[config.mk]
export PLATFORM = sky130hd
export DESIGN_NAME = ft_restore
export DESIGN_NICKNAME = d
export VERILOG_FILES = /design/src/rtl/ft_restore.sv
export SDC_FILE = /design/constraint.sdc
export NUM_CORES = 1
export LEC_CHECK = 0
export CORE_ASPECT_RATIO = 0.6
export CORE_UTILIZATION = 34
export CTS_BUF_LIST = sky130_fd_sc_hd__clkbuf_4 sky130_fd_sc_hd__clkbuf_8 sky130_fd_sc_hd__clkbuf_16
export CTS_CLUSTER_DIAMETER = 120
export DETAILED_ROUTE_END_ITERATION = 16
export GPL_TIMING_DRIVEN = 0
export PLACE_DENSITY = 0.83
export SYNTH_ARGS = -nofsm -noshare
export SYNTH_HDL_FRONTEND = slang
export SYNTH_SLANG_ARGS = --single-unit
[constraint.sdc]
create_clock -name clk_i -period 1.8 [get_ports clk_i]
set_input_delay 0.18 -clock clk_i [delete_from_list [all_inputs] [get_ports clk_i]]
set_output_delay 0.18 -clock clk_i [all_outputs]
set_load 0.01 [all_outputs]
[src/rtl/ft_restore.sv]
// ---------------------------------------------------------------------------
// ft_restore
//
// Recovery engine for the lockstep fault-tolerance path. Once the FT
// controller has halted both cores, this block copies shadow registers
// 1..N-1 back into both cores' register files, restores the program counter
// from the shadow PC and then pulses done_o so the controller can resume.
//
// The copy is a two-stage pipeline. The read stage presents an index on
// sgpr_addr_o and captures the combinational shadow data. The write stage
// broadcasts that captured pair to both cores and holds it until
// rf_ready_i is seen. Register 0 is never read or written.
//
// Optional feature (macro FT_RESTORE_VERIFY_EN):
//   After the PC restore, every register 1..N-1 is read back from both
//   cores and compared against the shadow copy. Any difference sets fail_o,
//   which stays set until the next accepted start request.
//   Without the macro, the verify pass is absent. rf_raddr_o and fail_o are
//   tied to 0 and the core read-data inputs are ignored.
//
// Ports
//   clk_i         clock, rising edge
//   reset_i       synchronous active-high reset
//   start_i       restore request from the FT controller (rising edge taken)
//   sgpr_addr_o   shadow register file read address
//   sgpr_data_i   shadow register data (combinational read of sgpr_addr_o)
//   spc_i         shadow PC value
//   rf_we_o       register write strobe, broadcast to both cores
//   rf_addr_o     register write address
//   rf_wdata_o    register write data
//   rf_ready_i    both cores accept the write this cycle
//   pc_we_o       PC restore strobe, broadcast to both cores
//   pc_o          restored PC value
//   rf_raddr_o    core register read address (verify pass only)
//   rf_rdata_a_i  core A combinational register read data
//   rf_rdata_b_i  core B combinational register read data
//   busy_o        restore in progress
//   done_o        one-cycle completion pulse
//   fail_o        verify mismatch, sticky until the next start
// ---------------------------------------------------------------------------
module ft_restore #(
    parameter int ADDR_WIDTH = 5,
    parameter int DATA_WIDTH = 32
) (
    input  logic                  clk_i,
    input  logic                  reset_i,
    input  logic                  start_i,
    output logic [ADDR_WIDTH-1:0] sgpr_addr_o,
    input  logic [DATA_WIDTH-1:0] sgpr_data_i,
    input  logic [DATA_WIDTH-1:0] spc_i,
    output logic                  rf_we_o,
    output logic [ADDR_WIDTH-1:0] rf_addr_o,
    output logic [DATA_WIDTH-1:0] rf_wdata_o,
    input  logic                  rf_ready_i,
    output logic                  pc_we_o,
    output logic [DATA_WIDTH-1:0] pc_o,
    output logic [ADDR_WIDTH-1:0] rf_raddr_o,
    input  logic [DATA_WIDTH-1:0] rf_rdata_a_i,
    input  logic [DATA_WIDTH-1:0] rf_rdata_b_i,
    output logic                  busy_o,
    output logic                  done_o,
    output logic                  fail_o
);

    localparam logic [ADDR_WIDTH-1:0] ZERO_IDX  = {ADDR_WIDTH{1'b0}};
    localparam logic [ADDR_WIDTH-1:0] FIRST_IDX = {{(ADDR_WIDTH-1){1'b0}}, 1'b1};
    localparam logic [ADDR_WIDTH-1:0] LAST_IDX  = {ADDR_WIDTH{1'b1}};
    localparam logic [DATA_WIDTH-1:0] ZERO_DATA = {DATA_WIDTH{1'b0}};

    typedef enum logic [2:0] {
        ST_IDLE   = 3'd0,
        ST_COPY   = 3'd1,
        ST_PC     = 3'd2,
        ST_DONE   = 3'd3
`ifdef FT_RESTORE_VERIFY_EN
        ,
        ST_VERIFY = 3'd4
`endif
    } state_t;

    state_t                  state_r;
    state_t                  next_state_s;

    // Read stage: next shadow index to fetch, and whether any are left.
    logic [ADDR_WIDTH-1:0]   index_r;
    logic                    rd_pending_r;

    // Write stage: captured shadow pair waiting for both cores to accept.
    logic                    wr_valid_r;
    logic [ADDR_WIDTH-1:0]   wr_addr_r;
    logic [DATA_WIDTH-1:0]   wr_data_r;

    // Start is taken on its rising edge so a level held high cannot
    // launch a second restore after the first one completes.
    logic                    start_prev_r;
    logic                    start_fire_s;

    logic                    advance_s;
    logic                    last_accept_s;

    logic                    busy_r;
    logic                    done_r;
    logic                    pc_we_r;
    logic [DATA_WIDTH-1:0]   pc_r;

    assign start_fire_s  = start_i & ~start_prev_r;
    assign advance_s     = ~wr_valid_r | rf_ready_i;
    assign last_accept_s = wr_valid_r & rf_ready_i & (wr_addr_r == LAST_IDX);

    // State register.
    always_ff @(posedge clk_i) begin
        if (reset_i) begin
            state_r <= ST_IDLE;
        end else begin
            state_r <= next_state_s;
        end
    end

    // Next-state decode.
    always_comb begin
        next_state_s = state_r;
        case (state_r)
            ST_IDLE: begin
                if (start_fire_s) begin
                    next_state_s = ST_COPY;
                end else begin
                    next_state_s = ST_IDLE;
                end
            end
            ST_COPY: begin
                if (last_accept_s) begin
                    next_state_s = ST_PC;
                end else begin
                    next_state_s = ST_COPY;
                end
            end
            ST_PC: begin
`ifdef FT_RESTORE_VERIFY_EN
                next_state_s = ST_VERIFY;
`else
                next_state_s = ST_DONE;
`endif
            end
`ifdef FT_RESTORE_VERIFY_EN
            ST_VERIFY: begin
                if (index_r == LAST_IDX) begin
                    next_state_s = ST_DONE;
                end else begin
                    next_state_s = ST_VERIFY;
                end
            end
`endif
            ST_DONE: begin
                next_state_s = ST_IDLE;
            end
            default: begin
                next_state_s = ST_IDLE;
            end
        endcase
    end

    // Copy pipeline, index walk and start-edge tracking.
    always_ff @(posedge clk_i) begin
        if (reset_i) begin
            index_r      <= ZERO_IDX;
            rd_pending_r <= 1'b0;
            wr_valid_r   <= 1'b0;
            wr_addr_r    <= ZERO_IDX;
            wr_data_r    <= ZERO_DATA;
            start_prev_r <= 1'b0;
        end else begin
            start_prev_r <= start_i;
            case (state_r)
                ST_IDLE: begin
                    if (start_fire_s) begin
                        index_r      <= FIRST_IDX;
                        rd_pending_r <= 1'b1;
                        wr_valid_r   <= 1'b0;
                    end else begin
                        index_r      <= ZERO_IDX;
                        rd_pending_r <= 1'b0;
                    end
                end
                ST_COPY: begin
                    // Everything freezes while the cores refuse the write.
                    if (advance_s) begin
                        if (rd_pending_r) begin
                            wr_valid_r <= 1'b1;
                            wr_addr_r  <= index_r;
                            wr_data_r  <= sgpr_data_i;
                            // Stop at the last index instead of wrapping to 0.
                            if (index_r == LAST_IDX) begin
                                rd_pending_r <= 1'b0;
                            end else begin
                                index_r <= index_r + FIRST_IDX;
                            end
                        end else begin
                            wr_valid_r <= 1'b0;
                            wr_addr_r  <= ZERO_IDX;
                            wr_data_r  <= ZERO_DATA;
                        end
                    end else begin
                        wr_valid_r <= wr_valid_r;
                    end
                    if (last_accept_s) begin
                        index_r <= ZERO_IDX;
                    end else begin
                        rd_pending_r <= rd_pending_r & ~(advance_s & (index_r == LAST_IDX));
                    end
                end
                ST_PC: begin
`ifdef FT_RESTORE_VERIFY_EN
                    index_r <= FIRST_IDX;
`else
                    index_r <= ZERO_IDX;
`endif
                end
`ifdef FT_RESTORE_VERIFY_EN
                ST_VERIFY: begin
                    if (index_r == LAST_IDX) begin
                        index_r <= ZERO_IDX;
                    end else begin
                        index_r <= index_r + FIRST_IDX;
                    end
                end
`endif
                ST_DONE: begin
                    index_r <= ZERO_IDX;
                end
                default: begin
                    index_r <= ZERO_IDX;
                end
            endcase
        end
    end

    // Status and PC outputs, registered from the upcoming state.
    always_ff @(posedge clk_i) begin
        if (reset_i) begin
            busy_r  <= 1'b0;
            done_r  <= 1'b0;
            pc_we_r <= 1'b0;
            pc_r    <= ZERO_DATA;
        end else begin
            busy_r  <= (next_state_s != ST_IDLE);
            done_r  <= (next_state_s == ST_DONE);
            pc_we_r <= (next_state_s == ST_PC);
            pc_r    <= (next_state_s == ST_PC) ? spc_i : ZERO_DATA;
        end
    end

`ifdef FT_RESTORE_VERIFY_EN
    logic fail_r;

    // Sticky read-back mismatch flag; cleared only by a new restore.
    always_ff @(posedge clk_i) begin
        if (reset_i) begin
            fail_r <= 1'b0;
        end else if ((state_r == ST_IDLE) && start_fire_s) begin
            fail_r <= 1'b0;
        end else if ((state_r == ST_VERIFY) &&
                     ((sgpr_data_i != rf_rdata_a_i) || (sgpr_data_i != rf_rdata_b_i))) begin
            fail_r <= 1'b1;
        end else begin
            fail_r <= fail_r;
        end
    end

    assign rf_raddr_o = index_r;
    assign fail_o     = fail_r;
`else
    logic unused_rdata_s;
    assign unused_rdata_s = ^{rf_rdata_a_i, rf_rdata_b_i};

    assign rf_raddr_o = ZERO_IDX;
    assign fail_o     = 1'b0;
`endif

    assign sgpr_addr_o = index_r;
    assign rf_we_o     = wr_valid_r;
    assign rf_addr_o   = wr_addr_r;
    assign rf_wdata_o  = wr_data_r;
    assign pc_we_o     = pc_we_r;
    assign pc_o        = pc_r;
    assign busy_o      = busy_r;
    assign done_o      = done_r;

endmodule

==> flow_summary.json, run 1 <==
{
  "setup-violations-final": 0,
  "htreeDepth": 3,
  "peakVddDrop_mv": 0.543,
  "die_x_um": 121,
  "syn_avg_cell_area_sq_um": 9.67,
  "power_switching_w": 0.000871,
  "ys_seq_elements": 82,
  "crit_required_ns": 1.99,
  "dp_hpwl_um": 5970,
  "status": "finished clean",
  "wl_um": 7820,
  "busiest_layer": "met2",
  "final_nets": 593,
  "cts_buffers": 9,
  "path_clk_slew_ns": 0.06,
  "hold_class": "primary input to register",
  "drv_cap": 0,
  "root_buffer": "clkbuf_16",
  "dieArea_sq_um": 8860,
  "initial_core_util_pct": 35.8,
  "netlist_instances": 298,
  "port_buffers": 145,
  "clock_sinks": 82,
  "critPathLaunchType": "register",
  "ys_warn_count": 0,
  "criticalPathCategory": "register to register",
  "hold_viol": 0,
  "clkPwrFrac_pct": 44.8,
  "netlist_area_sq_um": 2880,
  "grt_pass1_vias": 2539,
  "clock-skew-final_ns": 0.00381,
  "core-area_sq_um": 8040,
  "place_congestion": 0.772,
  "p_leak_nw": 1.75,
  "antenna_cells": 0,
  "crit_fanout": 6,
  "grtUsageMet1_pct": 20.6,
  "p_comb_share_pct": 9.3,
  "met3_usage_pct": 9.63,
  "drive_gt1_share_pct": 12.3,
  "dpl_cell_area_sq_um": 4490,
  "ioPinCount": 216,
  "vias": 2646,
  "ys_seq_area_share_pct": 57.0,
  "grt_pass1_wl_um": 12200,
  "fin_crit_ns": 1.70,
  "grt_max_degree": 14,
  "fin_setup_tns_ns": 0,
  "seqPwrFrac_pct": 45.8,
  "arrival_ns": 1.89,
  "grt-ovfl-total": 0,
  "track_usage_pct": 18.3,
  "tritoncts": "built",
  "ant_nets": 0,
  "finish.instance_area_sq_um": 4810,
  "num_rows": 25,
  "end_kind": "register",
  "p_per_area_nw_per_um2": 841,
  "syn_to_final_growth_pct": 67.0,
  "synthDistinctLibCells": 35,
  "avgRoutedWirePerCell_um": 13.7,
  "viasPerCell": 4.63,
  "internal_power_w": 0.00317,
  "clock.fmax_ghz": 0.589,
  "clk_path_buf_depth": 2,
  "drc": 0,
  "drt-initial-drc-count": 85,
  "die_h_um": 73.3,
  "firstDrtPassIters": 4,
  "insertion_delay_ns": 0.33,
  "met2_usage_pct": 29.7,
  "fin_crit_sh_pct": 94.3,
  "swShare_pct": 21.5,
  "antenna_found_initial": 0,
  "maxSlewViolCount": 0
}
routing by layer:
layer	wire length, um	part of all wire, %
met2	3430	44
met4	100	1.3
met3	933	12
met5	0	0
met1	3350	43
through the flow:
stage	hold slack (ns)	setup slack [ns]	power [W]	utilization, %	instances
6_report	0.409	0.103	0.00405	59.8	572
5_1_grt	0.396	-0.0213	0.00421	59.8	572
4_1_cts	0.395	0.0102	0.00409	59.6	572
3_5_place_dp	0.446	-0.103	0.00227	55.8	556
3_3_place_gp	0.439	-0.0664	0.00226	55.8	556
2_1_floorplan	0.302	0.0779	0.00204	-	303
synthesized netlist by cell type (all sizes together):
library cell	number	area, sq um
nand3	40	200
and4	1	11.3
a211oi	1	7.51
and2b	1	8.76
nor2b	3	18.8
conb	1	3.75
a21boi	1	7.51
o21ai	1	5.00
and2	34	228
a311oi	1	8.76
and3	1	6.26
a32oi	1	8.76
nand4	3	33.8
xor2	1	8.76
or2	1	6.26
nor4b	1	8.76
or2b	1	11.3
nand2	43	161
ha	2	25.0
dfxtp	82	1640
nor2	8	46.3
buf	16	131
nor3	1	16.3
or4b	1	10.0
mux2i	2	20.0
a31oi	2	12.5
clkbuf	8	30.0
a21oi	38	190
nand2b	2	12.5
power by group through the flow:
| stage | logic, W | clock network [W] | registers, W |
|---|---|---|---|
| finish | 0.000377 | 0.00181 | 0.00185 |
| CTS | 0.000375 | 0.00186 | 0.00185 |
| detailed placement | 0.000372 | 0 | 0.00189 |
| global route | 0.000408 | 0.00195 | 0.00186 |
| global placement | 0.000369 | 0 | 0.00189 |
| floorplan | 0.000145 | 0 | 0.00190 |
state kept, by name (all words and copies together), names as in the netlist:
| register | flops |
|---|---|
| busy_o | 1 |
| done_o | 1 |
| pc_o | 32 |
| pc_we_o | 1 |
| rd_pending_r | 1 |
| rf_addr_o | 5 |
| rf_wdata_o | 32 |
| rf_we_o | 1 |
| sgpr_addr_o | 5 |
| start_prev_r | 1 |
| state_r | 2 |
worst paths after layout:
check                      start        endpoint  slack (ns)  cells after the start
setup / recovery  sgpr_addr_o[0]  sgpr_addr_o[0]        0.10                      7
hold / removal         spc_i[31]        pc_o[31]        0.41                      2
setup reg to reg  sgpr_addr_o[0]  sgpr_addr_o[0]        0.10                      7
hold reg to reg   rf_wdata_o[13]  rf_wdata_o[13]        0.45                      2
layout make-up:
type | count | area, sq um
sequential | 82 | 1650
timing repair buffer | 145 | 1450
clock inverter | 4 | 52.6
clock buffer | 12 | 248
tap | 108 | 135
multi-input combinational | 197 | 1120
fill | 651 | 3230
buffer | 24 | 161
cells by family after synthesis:
group / synth area share (%)
other: 0.130
adder cells (fa/ha/maj): 0.869
XOR/XNOR: 0.304
multiplexers: 0.695
AND/OR/NAND/NOR: 27.1
AO/OA/AOI/OAI: 8.34
buffers and inverters: 5.60
flip-flops: 57.0
layout by cell type, fill, tap and decap left out, drive strengths merged:
| cell type | count |
|---|---|
| a32oi | 1 |
| clkbuf | 20 |
| nand2 | 43 |
| nand4 | 3 |
| and4 | 1 |
| or2 | 1 |
| nand2b | 2 |
| buf | 16 |
| conb | 6 |
| a211oi | 1 |
| nor3 | 1 |
| dfxtp | 82 |
| and2 | 34 |
| nand3 | 40 |
| mux2i | 2 |
| or4b | 1 |
| a21oi | 38 |
| nor4b | 1 |
| nor2 | 8 |
| a31oi | 2 |
| a311oi | 1 |
| xor2 | 1 |
| ha | 2 |
| or2b | 1 |
| and3 | 1 |
| nor2b | 3 |
| bufinv | 1 |
| clkdlybuf4s50 | 145 |
| o21ai | 1 |
| and2b | 1 |
| clkinvlp | 3 |
| a21boi | 1 |
worst max-delay path, stage by stage, from the launching register on:
cell	delay, ns
dfxtp_4	0.38
ha_2	0.20
and3_1	0.16
ha_2	0.20
nor2b_4	0.05
and2_2	0.22
nor4b_2	0.28
a211oi_1	0.07
what timing repair did:
item                                    CTS  global route
resized for setup                         2             7
hold buffers                              0             0
gates cloned                              0             0
endpoints found under the setup margin    4             4
pin swaps                                 0             0
buffers inserted                          0             0
Power figures use the tool's default switching activity.
==> run 2, diff against run 1 <==
--- a/config.mk
+++ b/config.mk
@@ -8,9 +8,7 @@
 export CORE_ASPECT_RATIO = 0.6
 export CORE_UTILIZATION = 34
 export CTS_BUF_LIST = sky130_fd_sc_hd__clkbuf_4 sky130_fd_sc_hd__clkbuf_8 sky130_fd_sc_hd__clkbuf_16
-export CTS_CLUSTER_DIAMETER = 120
 export DETAILED_ROUTE_END_ITERATION = 16
-export GPL_TIMING_DRIVEN = 0
 export PLACE_DENSITY = 0.83
 export SYNTH_ARGS = -nofsm -noshare
 export SYNTH_HDL_FRONTEND = slang
==> flow_summary.json, run 2 (synthesis gave the netlist of run 1 again) <==
{
  "clk_path_buf_depth": 2,
  "ctsResizeCount": 0,
  "maxSlewViolCount": 0,
  "cts_buffers": 9,
  "avgRoutedWirePerCell_um": 13.0,
  "grt-ovfl-total": 0,
  "path_clk_slew_ns": 0.06,
  "grt_max_degree": 40,
  "port_buffers": 145,
  "final_cell_mix": "clkdlybuf4s50_1, dfxtp_1, nand2_1",
  "place_congestion": 0.784,
  "r2r-end": "sgpr_addr_o[1]",
  "crit_required_ns": 2.02,
  "fin_crit_ns": 1.65,
  "ctsHoldBuffers": 0,
  "worstHoldEndpoint": "pc_we_o",
  "insertion_delay_ns": 0.32,
  "p_per_area_nw_per_um2": 826,
  "p_leak_nw": 1.74,
  "die_h_um": 73.3,
  "fillers": 660,
  "seq_area_sq_um": 1640,
  "antenna_cells": 0,
  "hold_class": "primary input to register",
  "drt-initial-drc-count": 111,
  "end_kind": "register",
  "hp-start": "reset_i",
  "fin_crit_sh_pct": 91.9,
  "hold_viol": 0,
  "clock_sinks": 82,
  "core-area_sq_um": 8040,
  "clock.fmax_ghz": 0.605,
  "drv_cap": 0,
  "crit_fanout": 3,
  "die_x_um": 121,
  "grt_pass1_vias": 2384,
  "drc": 0,
  "syn_to_final_growth_pct": 64.0,
  "num_rows": 25,
  "r2r_start": "sgpr_addr_o[0]",
  "layout_commonest_cell": "clkdlybuf4s50_1",
  "wl_um": 7290,
  "clock-skew-final_ns": 0.00514,
  "arrival_ns": 1.87,
  "multi_input_area_sq_um": 1100,
  "htreeDepth": 3,
  "ant_nets": 0,
  "peakVddDrop_mv": 0.520,
  "status": "finished clean",
  "rrSetupSlack_ns": 0.15,
  "rsz0062_at_grt": "false",
  "min_path_cells": 3,
  "tritoncts": "built",
  "viasPerCell": 4.53,
  "critPathLaunchType": "register",
  "antenna_found_initial": 0,
  "initial_core_util_pct": 35.8,
  "vias": 2545,
  "root_buffer": "clkbuf_16",
  "grt_pass1_wl_um": 11300,
  "dieArea_sq_um": 8860,
  "ioPinCount": 216,
  "firstDrtPassIters": 4,
  "drive_gt1_share_pct": 11.0,
  "fin_setup_tns_ns": 0,
  "setup-violations-final": 0,
  "dp_hpwl_um": 5270,
  "track_usage_pct": 16.7,
  "holdWs_ns": 0.272,
  "post_cts_buffers": 0,
  "reg2reg_depth": 7,
  "final_nets": 583,
  "criticalPathCategory": "register to register"
}
-- run 2: changes by cell type in the layout (fill, tap and decap cells not counted), sizes merged --
cell	delta
buf	-1
bufinv	-1
clkbuf	-8
clkdlybuf4s50	-1
clkinv	+3
clkinvlp	-2
-- run 2: how the worst max path moves through the flow --
| stage | end | cells after the start | startpoint |
|---|---|---|---|
| 3_3_place_gp | pc_o[17] | 6 | rf_ready_i |
| 2_1_floorplan | sgpr_addr_o[1] | 7 | sgpr_addr_o[0] |
| 3_5_place_dp | pc_o[14] | 6 | rf_ready_i |
| 4_1_cts | sgpr_addr_o[1] | 7 | sgpr_addr_o[0] |
| 5_1_grt | sgpr_addr_o[0] | 7 | sgpr_addr_o[1] |
| 6_report | sgpr_addr_o[1] | 7 | sgpr_addr_o[0] |
-- run 2: through the flow --
stage	cell area, sq um	total power, W	utilization (%)	setup slack, ns	instances
after detailed placement	4440	0.00226	55.2	0.0324	546
after floorplan	2900	0.00204	-	0.0779	303
after CTS	4720	0.00397	58.8	0.139	562
final	4720	0.00390	58.8	0.147	562
after global routing	4720	0.00409	58.8	0.0357	562
after global placement	4440	0.00226	55.2	0.0319	546
-- run 2: cell type report --
| cell class | count | share of cell area, % |
|---|---|---|
| Sequential cell | 82 | 34.8 |
| Timing Repair Buffer | 159 | 33.1 |
| Clock buffer | 12 | 5.51 |
| Clock inverter | 4 | 0.556 |
| Tap cell | 108 | 2.86 |
| Multi-Input combinational cell | 197 | 23.2 |
-- run 2: layer usage --
layer / vias to the layer above / wire length, um / GRT usage, % / part of all wire, %
met4: 0 / 42 / 5.76 / 0.58
met5: - / 0 / 0 / 0
met3: 4 / 786 / 8.62 / 11
met1: 1146 / 3240 / 19.5 / 44
li1: 1287 / - / - / -
met2: 108 / 3220 / 26.6 / 44
-- run 2: power by group --
group          switching, W  total, W  internal (W)  leakage, nW
logic              0.000160  0.000372      0.000212        0.936
clock network      0.000659   0.00168       0.00102        0.142
registers         0.0000121   0.00185       0.00184        0.662
total              0.000831   0.00390       0.00307         1.74
-- run 2: critical path, stage by stage (launching register included) --
cell and delay [ns]:
dfxtp_1 0.31, ha_1 0.23, and3_1 0.19, ha_1 0.19, nor2b_1 0.14, and2_1 0.23
mux2i_1 0.20, nor2_1 0.05
